$ cat src/rtl/move_scanner.sv
// 8x8 sensor-matrix scanner: drives one row at a time, debounces whole-board
// frames and reports each newly closed square as a one-cycle move pulse.
module move_scanner #(
    parameter int unsigned SETTLE   = 4,
    parameter int unsigned DEBOUNCE = 3,
    parameter int unsigned CW       = 8
) (
    input  logic       clock,
    input  logic       reset,
    input  logic       habilita,
    input  logic [7:0] colunas_in,
    output logic [7:0] linhas_out,
    output logic [3:0] jogadaLinha,
    output logic [3:0] jogadaColuna,
    output logic       jogou,
    output logic       multiplo,
    output logic [2:0] db_linha_varrida
);

    localparam int unsigned SW = (DEBOUNCE < 2) ? 1 : $clog2(DEBOUNCE + 1);
    localparam logic [CW-1:0] SETTLE_LAST = CW'(SETTLE - 1);
    localparam logic [SW-1:0] DB_MAX      = SW'(DEBOUNCE);

    logic [7:0]    r_sync1;
    logic [7:0]    r_sync2;
    logic [CW-1:0] r_settle;
    logic [2:0]    r_row;
    logic [7:0]    r_linhas;
    logic [55:0]   r_frame;
    logic [63:0]   r_prev;
    logic [SW-1:0] r_stable;
    logic [63:0]   r_board;
    logic [2:0]    r_lin;
    logic [2:0]    r_col;
    logic          r_jogou;
    logic          r_mult;

    logic          w_row_end;
    logic          w_frame_end;
    logic [63:0]   w_full;
    logic [SW-1:0] w_stable_next;
    logic          w_accept;
    logic [63:0]   w_novos;
    logic [5:0]    w_k;
    logic          w_found;
    logic          w_multi;
    logic          w_report;
    logic [63:0]   w_board_next;

    assign w_row_end   = (r_settle == SETTLE_LAST);
    assign w_frame_end = w_row_end && (r_row == 3'd7);
    // Rows 0..6 come from the buffer; row 7 is the sample taken this cycle.
    assign w_full      = {r_sync2, r_frame};
    assign w_novos     = w_full & ~r_board;
    assign w_found     = |w_novos;
    assign w_multi     = |(w_novos & (w_novos - 64'd1));

    // Frame-end debounce and acceptance decision.
    always_comb begin
        w_stable_next = SW'(1);
        w_accept      = 1'b0;
        w_report      = 1'b0;
        w_board_next  = r_board;
        w_k           = 6'd0;
        for (int i = 63; i >= 0; i--) begin
            if (w_novos[i]) begin
                w_k = 6'(i);
            end
        end
        if (w_full == r_prev) begin
            w_stable_next = (r_stable == DB_MAX) ? r_stable : SW'(r_stable + 1'b1);
        end
        if (w_frame_end && (w_stable_next == DB_MAX)) begin
            w_accept = 1'b1;
        end
        if (w_accept) begin
            if (habilita) begin
                // Releases vanish silently; only the lowest new square is latched.
                w_board_next = r_board & w_full;
                if (w_found) begin
                    w_board_next = w_board_next | (64'd1 << w_k);
                    w_report     = 1'b1;
                end
            end else begin
                w_board_next = w_full;
            end
        end
    end

    always_ff @(posedge clock) begin
        if (reset) begin
            r_sync1  <= 8'd0;
            r_sync2  <= 8'd0;
            r_settle <= '0;
            r_row    <= 3'd0;
            r_linhas <= 8'b0000_0001;
            r_frame  <= 56'd0;
            r_prev   <= 64'd0;
            r_stable <= '0;
            r_board  <= 64'd0;
            r_lin    <= 3'd0;
            r_col    <= 3'd0;
            r_jogou  <= 1'b0;
            r_mult   <= 1'b0;
        end else begin
            r_sync1 <= colunas_in;
            r_sync2 <= r_sync1;
            r_jogou <= 1'b0;
            r_mult  <= 1'b0;
            if (w_row_end) begin
                r_settle <= '0;
                r_row    <= r_row + 3'd1;
                r_linhas <= {r_linhas[6:0], r_linhas[7]};
                for (int r = 0; r < 7; r++) begin
                    if (r_row == 3'(r)) begin
                        r_frame[8*r +: 8] <= r_sync2;
                    end
                end
            end else begin
                r_settle <= r_settle + CW'(1);
            end
            if (w_frame_end) begin
                r_prev   <= w_full;
                r_stable <= w_stable_next;
                r_board  <= w_board_next;
            end
            if (w_report) begin
                r_lin   <= w_k[5:3];
                r_col   <= w_k[2:0];
                r_jogou <= 1'b1;
                r_mult  <= w_multi;
            end
        end
    end

    assign linhas_out       = r_linhas;
    assign db_linha_varrida = r_row;
    assign jogadaLinha      = {1'b0, r_lin};
    assign jogadaColuna     = {1'b0, r_col};
    assign jogou            = r_jogou;
    assign multiplo         = r_mult;

endmodule

$ cat config.mk
export PLATFORM = sky130hd
export DESIGN_NAME = move_scanner
export DESIGN_NICKNAME = d
export VERILOG_FILES = /design/src/rtl/move_scanner.sv
export SDC_FILE = /design/constraint.sdc
export NUM_CORES = 1
export LEC_CHECK = 0
export CELL_PAD_IN_SITES_DETAIL_PLACEMENT = 2
export CELL_PAD_IN_SITES_GLOBAL_PLACEMENT = 2
export CORE_MARGIN = 4
export CORE_UTILIZATION = 34
export DETAILED_ROUTE_END_ITERATION = 10
export MAX_ROUTING_LAYER = met4
export PLACE_DENSITY_LB_ADDON = 0.3
export SETUP_SLACK_MARGIN = 0.5
export SLEW_MARGIN = 0
export SYNTH_ARGS = -nofsm -noshare
export SYNTH_HDL_FRONTEND = slang
export SYNTH_SLANG_ARGS = --single-unit
export TNS_END_PERCENT = 100
$ cat constraint.sdc
create_clock -name clock -period 2.7 [get_ports clock]
set_clock_uncertainty 0.2 [all_clocks]
set_input_delay 0.405 -clock clock [delete_from_list [all_inputs] [get_ports clock]]
set_output_delay 0.405 -clock clock [all_outputs]
set_load 0.05 [all_outputs]
==> impl_metrics.py, run 1 <==
metrics = {
    "status": {
        "status": "aborted with a tool error",
        "lastStage": "5_1_grt",
        "firstError": "[ERROR GRT-0232] Routing congestion too high. Check the congestion heatmap in the GUI.",
    },
    "synthesis": {
        "synth_cell_type_count": 67,
        "netlist.area_leader.share_pct": 40.74,
        "synth_top_family_by_area": "simple AND/OR/NAND/NOR gates",
        "syn_area_per_cell_um2": 8.148,
        "ys_ff_latch": 229,
        "synth_edf_count": 0,
        "async_flop_share_pct": 0,
        "yosys.area_share.xor_xnor_pct": 5.449,
        "yosys.area.top_type": "dfxtp_1",
        "synth-warning-count": 0,
        "synth_mux_area_share_pct": 3.114,
        "syn_area_um2": 11250,
        "yosysSeqAreaShare_pct": 40.74,
        "synth.area.top_cells": "dfxtp_1, nand2_1, a21oi_1",
        "syn_inst": 1381,
        "synth_adder_area_share_pct": 0.8673,
        "synth-simple-area-share_pct": 28.01,
        "synth_flop_cell": "dfxtp_1",
        "synth_compound_area_share_pct": 18.53,
    },
    "floorplanning": {
        "die_w_um": 189.9,
        "start_util_pct": 34.50,
        "ioPinCount": 32,
        "die_y_um": 189.9,
        "rows": 66,
    },
    "placed_design": {
        "place.gp.congestion": 0.9108,
        "dpl.hpwl_um": 41580,
        "io_buffers": 29,
    },
    "cts": {
        "cts-root-buf": "clkbuf_16",
        "numCtsBuffers": 27,
        "clock-sinks": 229,
        "ctsLongestPathBuffers": 3,
        "htreeDepth": 1,
    },
    "global_route": {
        "grt_use_total_pct": 78.16,
        "grt_max_degree": 133,
        "antenna_found_initial": 7,
        "gr-total-overflow": 155,
    },
    "sta": {
        "endpoint_type": "register data pin",
        "crit_endpoint": "r_board[55]$_SDFFE_PP0P_/D",
    },
}
## routing by layer
layer | GRT usage (%) | GRT overflow
met4 | 81.02 | 84
met3 | 59.30 | 2
met5 | - | -
met2 | 91.87 | 69
met1 | 77.32 | 0
## synthesized netlist by cell type (2+ instances only)
library cell and n:
o221ai_1 49, nor2b_1 57, clkbuf_1 73, nand2_1 205, nand3b_1 5, a31oi_1 16
nor2_1 98, o21ai_1 12, buf_2 11, and2_1 2, nand3_1 52, nor4_2 2
nand4_1 35, or2_2 2, inv_1 6, a2111oi_1 2, a211oi_1 22, a41oi_1 4
a22oi_1 2, nor4_4 2, o211a_1 2, nor3_1 13, mux2i_1 35, buf_4 2
or4_1 5, or3_1 2, a2111oi_0 4, o211ai_1 10, o21ai_0 60, nor4_1 29
or4_4 2, dfxtp_1 229, nand2b_1 73, o22ai_1 8, o31ai_1 4, xnor2_1 2
o2111ai_1 5, nand4bb_1 7, xor2_1 68, and4_1 4, and3_1 9, ha_1 7
a21oi_1 120
## kinds of logic after synthesis
family,Yosys count
AND/OR/NAND/NOR,614
multiplexers,35
flip-flops,229
adder cells (fa/ha/maj),8
XOR/XNOR,70
buffers and inverters,92
AO/OA/AOI/OAI,332
other,1
## stage by stage
stage / setup slack, ns / cells / setup TNS [ns] / instance area [um^2]
2_1_floorplan: -0.06485 / 1382 / -0.06485 / 11840
3_3_place_gp: -0.3616 / 2070 / -20.06 / 14610
3_5_place_dp: -0.5198 / 2070 / -30.52 / 14610
4_1_cts: -0.3308 / 2186 / -19.02 / 17560
## what timing repair did
action / CTS
resized for setup: 318
buffers inserted: 51
pin swaps: 93
gates cloned: 19
endpoints found under the setup margin: 210
endpoints found under the hold margin: 7
hold buffers: 1
==> inputs of run 2 (changes only) <==
- CELL_PAD_IN_SITES_DETAIL_PLACEMENT: 2 -> not set
- CELL_PAD_IN_SITES_GLOBAL_PLACEMENT: 2 -> not set
- CORE_UTILIZATION: 34 -> 40
- MAX_ROUTING_LAYER: met4 -> not set
- PLACE_DENSITY_LB_ADDON: 0.3 -> 0.15
- SETUP_SLACK_MARGIN: 0.5 -> not set
- clock period: 2.7 -> 3.5 ns (I/O delays scaled with it)
==> run 2 against run 1 <==
The run now ends clean. Synthesized area unchanged. Synthesized cell count unchanged.
==> impl_metrics.py, run 2 <==
metrics = {
    "floorplanning": {
        "dieArea_um2": 30880,
        "ioPinCount": 32,
        "start_util_pct": 40.50,
        "core_area_um2": 27780,
        "rows": 61,
        "die_w_um": 175.7,
        "die_y_um": 175.7,
    },
    "sta": {
        "grt_setup_unrepaired": "no",
        "setup-violations-final": 0,
        "fmax_ghz": 0.2997,
        "worstMarginPinSlew_ns": 0.8151,
        "fin_crit_sh_pct": 95.34,
        "hold_viol": 0,
        "period_minus_slack_ns": 3.337,
        "tns_ns": 0,
        "slew_violations": 0,
        "relSlewSlack_pct": 45.66,
    },
    "power": {
        "peakVddDrop_v": 0.0003101,
        "cellLeakagePower_nw": 5.363,
        "p_per_area_nw_per_um2": 434.6,
    },
    "cts": {
        "clk_pin_slew_worst_paths_ns": 0.06,
        "holdBufCountCts": 0,
        "worst_skew_pair.late_latency_ns": 0.55,
        "ctsLongestPathBuffers": 3,
        "cts_tree": "done",
        "htreeDepth": 1,
        "clock-sinks": 229,
        "postCtsSetupBuffers": 0,
        "cts-root-buf": "clkbuf_16",
        "numCtsBuffers": 26,
    },
    "synthesis": {
        "synth_flop_cell": "dfxtp_1",
        "syn_inst": 1381,
        "ys_ff_latch": 229,
        "yosysMostFrequentCell": "dfxtp_1",
        "synth_edf_count": 0,
        "async_flop_share_pct": 0,
        "synth_commonest_cells": "dfxtp_1, nand2_1, a21oi_1, nor2_1",
        "netlist.area_leader.share_pct": 40.74,
        "synth-warning-count": 0,
        "synth_cell_type_count": 67,
        "syn_area_per_cell_um2": 8.148,
        "syn_area_um2": 11250,
        "yosys.area.top_type": "dfxtp_1",
        "synth.area.top_cells": "dfxtp_1, nand2_1, a21oi_1",
        "yosysSeqAreaShare_pct": 40.74,
    },
    "layout": {
        "final_common_cell": "dfxtp_1",
        "synthToLayoutAreaGrowth_pct": 17.57,
        "diodes": 0,
        "design_area_um2": 13230,
        "most-common-layout-cells": "dfxtp_1, nand2_1, a21oi_1",
        "reg_top3": "r_board: 64 flops, r_prev: 64 flops, r_frame: 56 flops",
        "register_area_um2": 4584,
        "stdcell_count": 1833,
        "drive_above_1_share_pct": 10.10,
        "multi_input_area_um2": 6346,
        "nets": 1458,
        "num-fill-cells": 2757,
    },
    "setup_path": {
        "cp-start-kind": "flip-flop",
        "critPathBufInv": 1,
        "crit_fanout": 6,
        "crit_family": "compound AO/OA/AOI/OAI gates",
        "max_stage_delay_ns": 0.68,
        "cp_cell_sequence": "nor2b_1 -> or4_1 -> o31a_1 -> o21bai_1 -> buf_4 -> nand2_1 -> nand4bb_1 -> a211oi_1",
        "arrival_ns": 3.58,
        "crit_type": "flip-flop to flip-flop",
        "crit_required_ns": 3.74,
        "slowest_stage": "or4_1",
        "end_kind": "flip-flop",
    },
    "job": {
        "cap_viol_max_count": 0,
    },
    "placed_design": {
        "placedCellCount": 1790,
        "io_buffers": 29,
        "place_area_um2": 12380,
        "place.gp.congestion": 0.9224,
        "dpl.hpwl_um": 29460,
    },
    "detailed_routing": {
        "drt_pass1_iterations": 5,
        "drt-total-wl_um": 40330,
        "drc": 0,
        "drtIter0Drc": 1012,
        "via_per_inst": 5.765,
        "wl_per_cell_um": 22.00,
        "detail-route-antenna-nets": 0,
        "dr_total_vias": 10570,
    },
    "global_route": {
        "antenna_found_initial": 0,
        "grt_pass1_vias": 9955,
        "grt_max_degree": 68,
        "grt_use_total_pct": 25.55,
        "gr-total-overflow": 0,
        "grt_pass1_wl_um": 61310,
    },
    "status": {
        "status": "finished, final reports clean",
    },
    "min_path": {
        "hold_path_class": "input pin to flip-flop",
    },
}
==> run 2: cell counts after synthesis <==
Identical to the previous run, type by type.
==> run 2: metal layers <==
metal | wire, um | global-route usage [%] | vias to the layer above
met1 | 18410 | 36.00 | 5058
met3 | 2855 | 4.714 | 75
met5 | 0 | 0 | -
met2 | 17610 | 39.60 | 362
met4 | 1445 | 8.512 | 0
li1 | - | - | 5073
==> run 2: report_power, final <==
part           internal, mW  switching, mW  leakage, nW
registers              2.62         0.0195         1.85
logic                 0.134          0.266         3.10
clock network          1.60           1.10        0.412
==> run 2: final timing paths <==
| path | slack, ns | from | cells after the start | end |
|---|---|---|---|---|
| worst max-delay path | 0.16 | r_frame[40] | 8 | r_board[52] |
| worst min-delay path | 0.10 | reset | 2 | r_settle[3] |
| worst max register to register | 0.16 | r_frame[40] | 8 | r_board[52] |
| worst min register to register | 0.24 | r_sync1[0] | 1 | r_sync2[0] |
==> run 2: cells by family after synthesis <==
| group | count (synthesis) | synth area share [%] |
|---|---|---|
| other | 1 | 0.03333 |
| AND/OR/NAND/NOR | 614 | 28.01 |
| XOR/XNOR | 70 | 5.449 |
| AO/OA/AOI/OAI | 332 | 18.53 |
| buffers and inverters | 92 | 3.258 |
| multiplexers | 35 | 3.114 |
| flip-flops | 229 | 40.74 |
| adder cells (fa/ha/maj) | 8 | 0.8673 |
==> run 2: what timing repair did <==
action / CTS / global route
gates resized for setup: 0 / 4
setup endpoints to repair: 0 / 33
hold endpoints to repair: 0 / 0
==> run 2: layout make-up <==
type / count / area share (%)
Clock buffer: 34 / 5.533
Clock inverter: 9 / 0.7661
Inverter: 6 / 0.1702
Multi-Input combinational cell: 1061 / 47.97
Sequential cell: 229 / 34.65
Tap cell: 378 / 3.575
Timing Repair Buffer: 116 / 7.330
==> run 2: per-stage QoR <==
step / power [mW] / setup WS (ns) / hold slack [ns] / util [%]
global route: 5.940 / 0.06173 / 0.1136 / 47.62
CTS: 5.807 / 0.1510 / 0.09035 / 47.56
global placement: 3.099 / 0.1928 / 0.2155 / 44.56
floorplan: 2.918 / 0.6749 / 0.2138 / -
detailed placement: 3.094 / 0.1912 / 0.2281 / 44.56
finish: 5.750 / 0.1629 / 0.1047 / 47.62
No activity file was read; power rests on OpenSTA's default activity.
==> inputs of run 3 (changes only) <==
- ABC_CLOCK_PERIOD_IN_PS: not set -> 3500
==> results of run 3 <==
The final DEF is identical to that of run 2; final timing and power are the same.
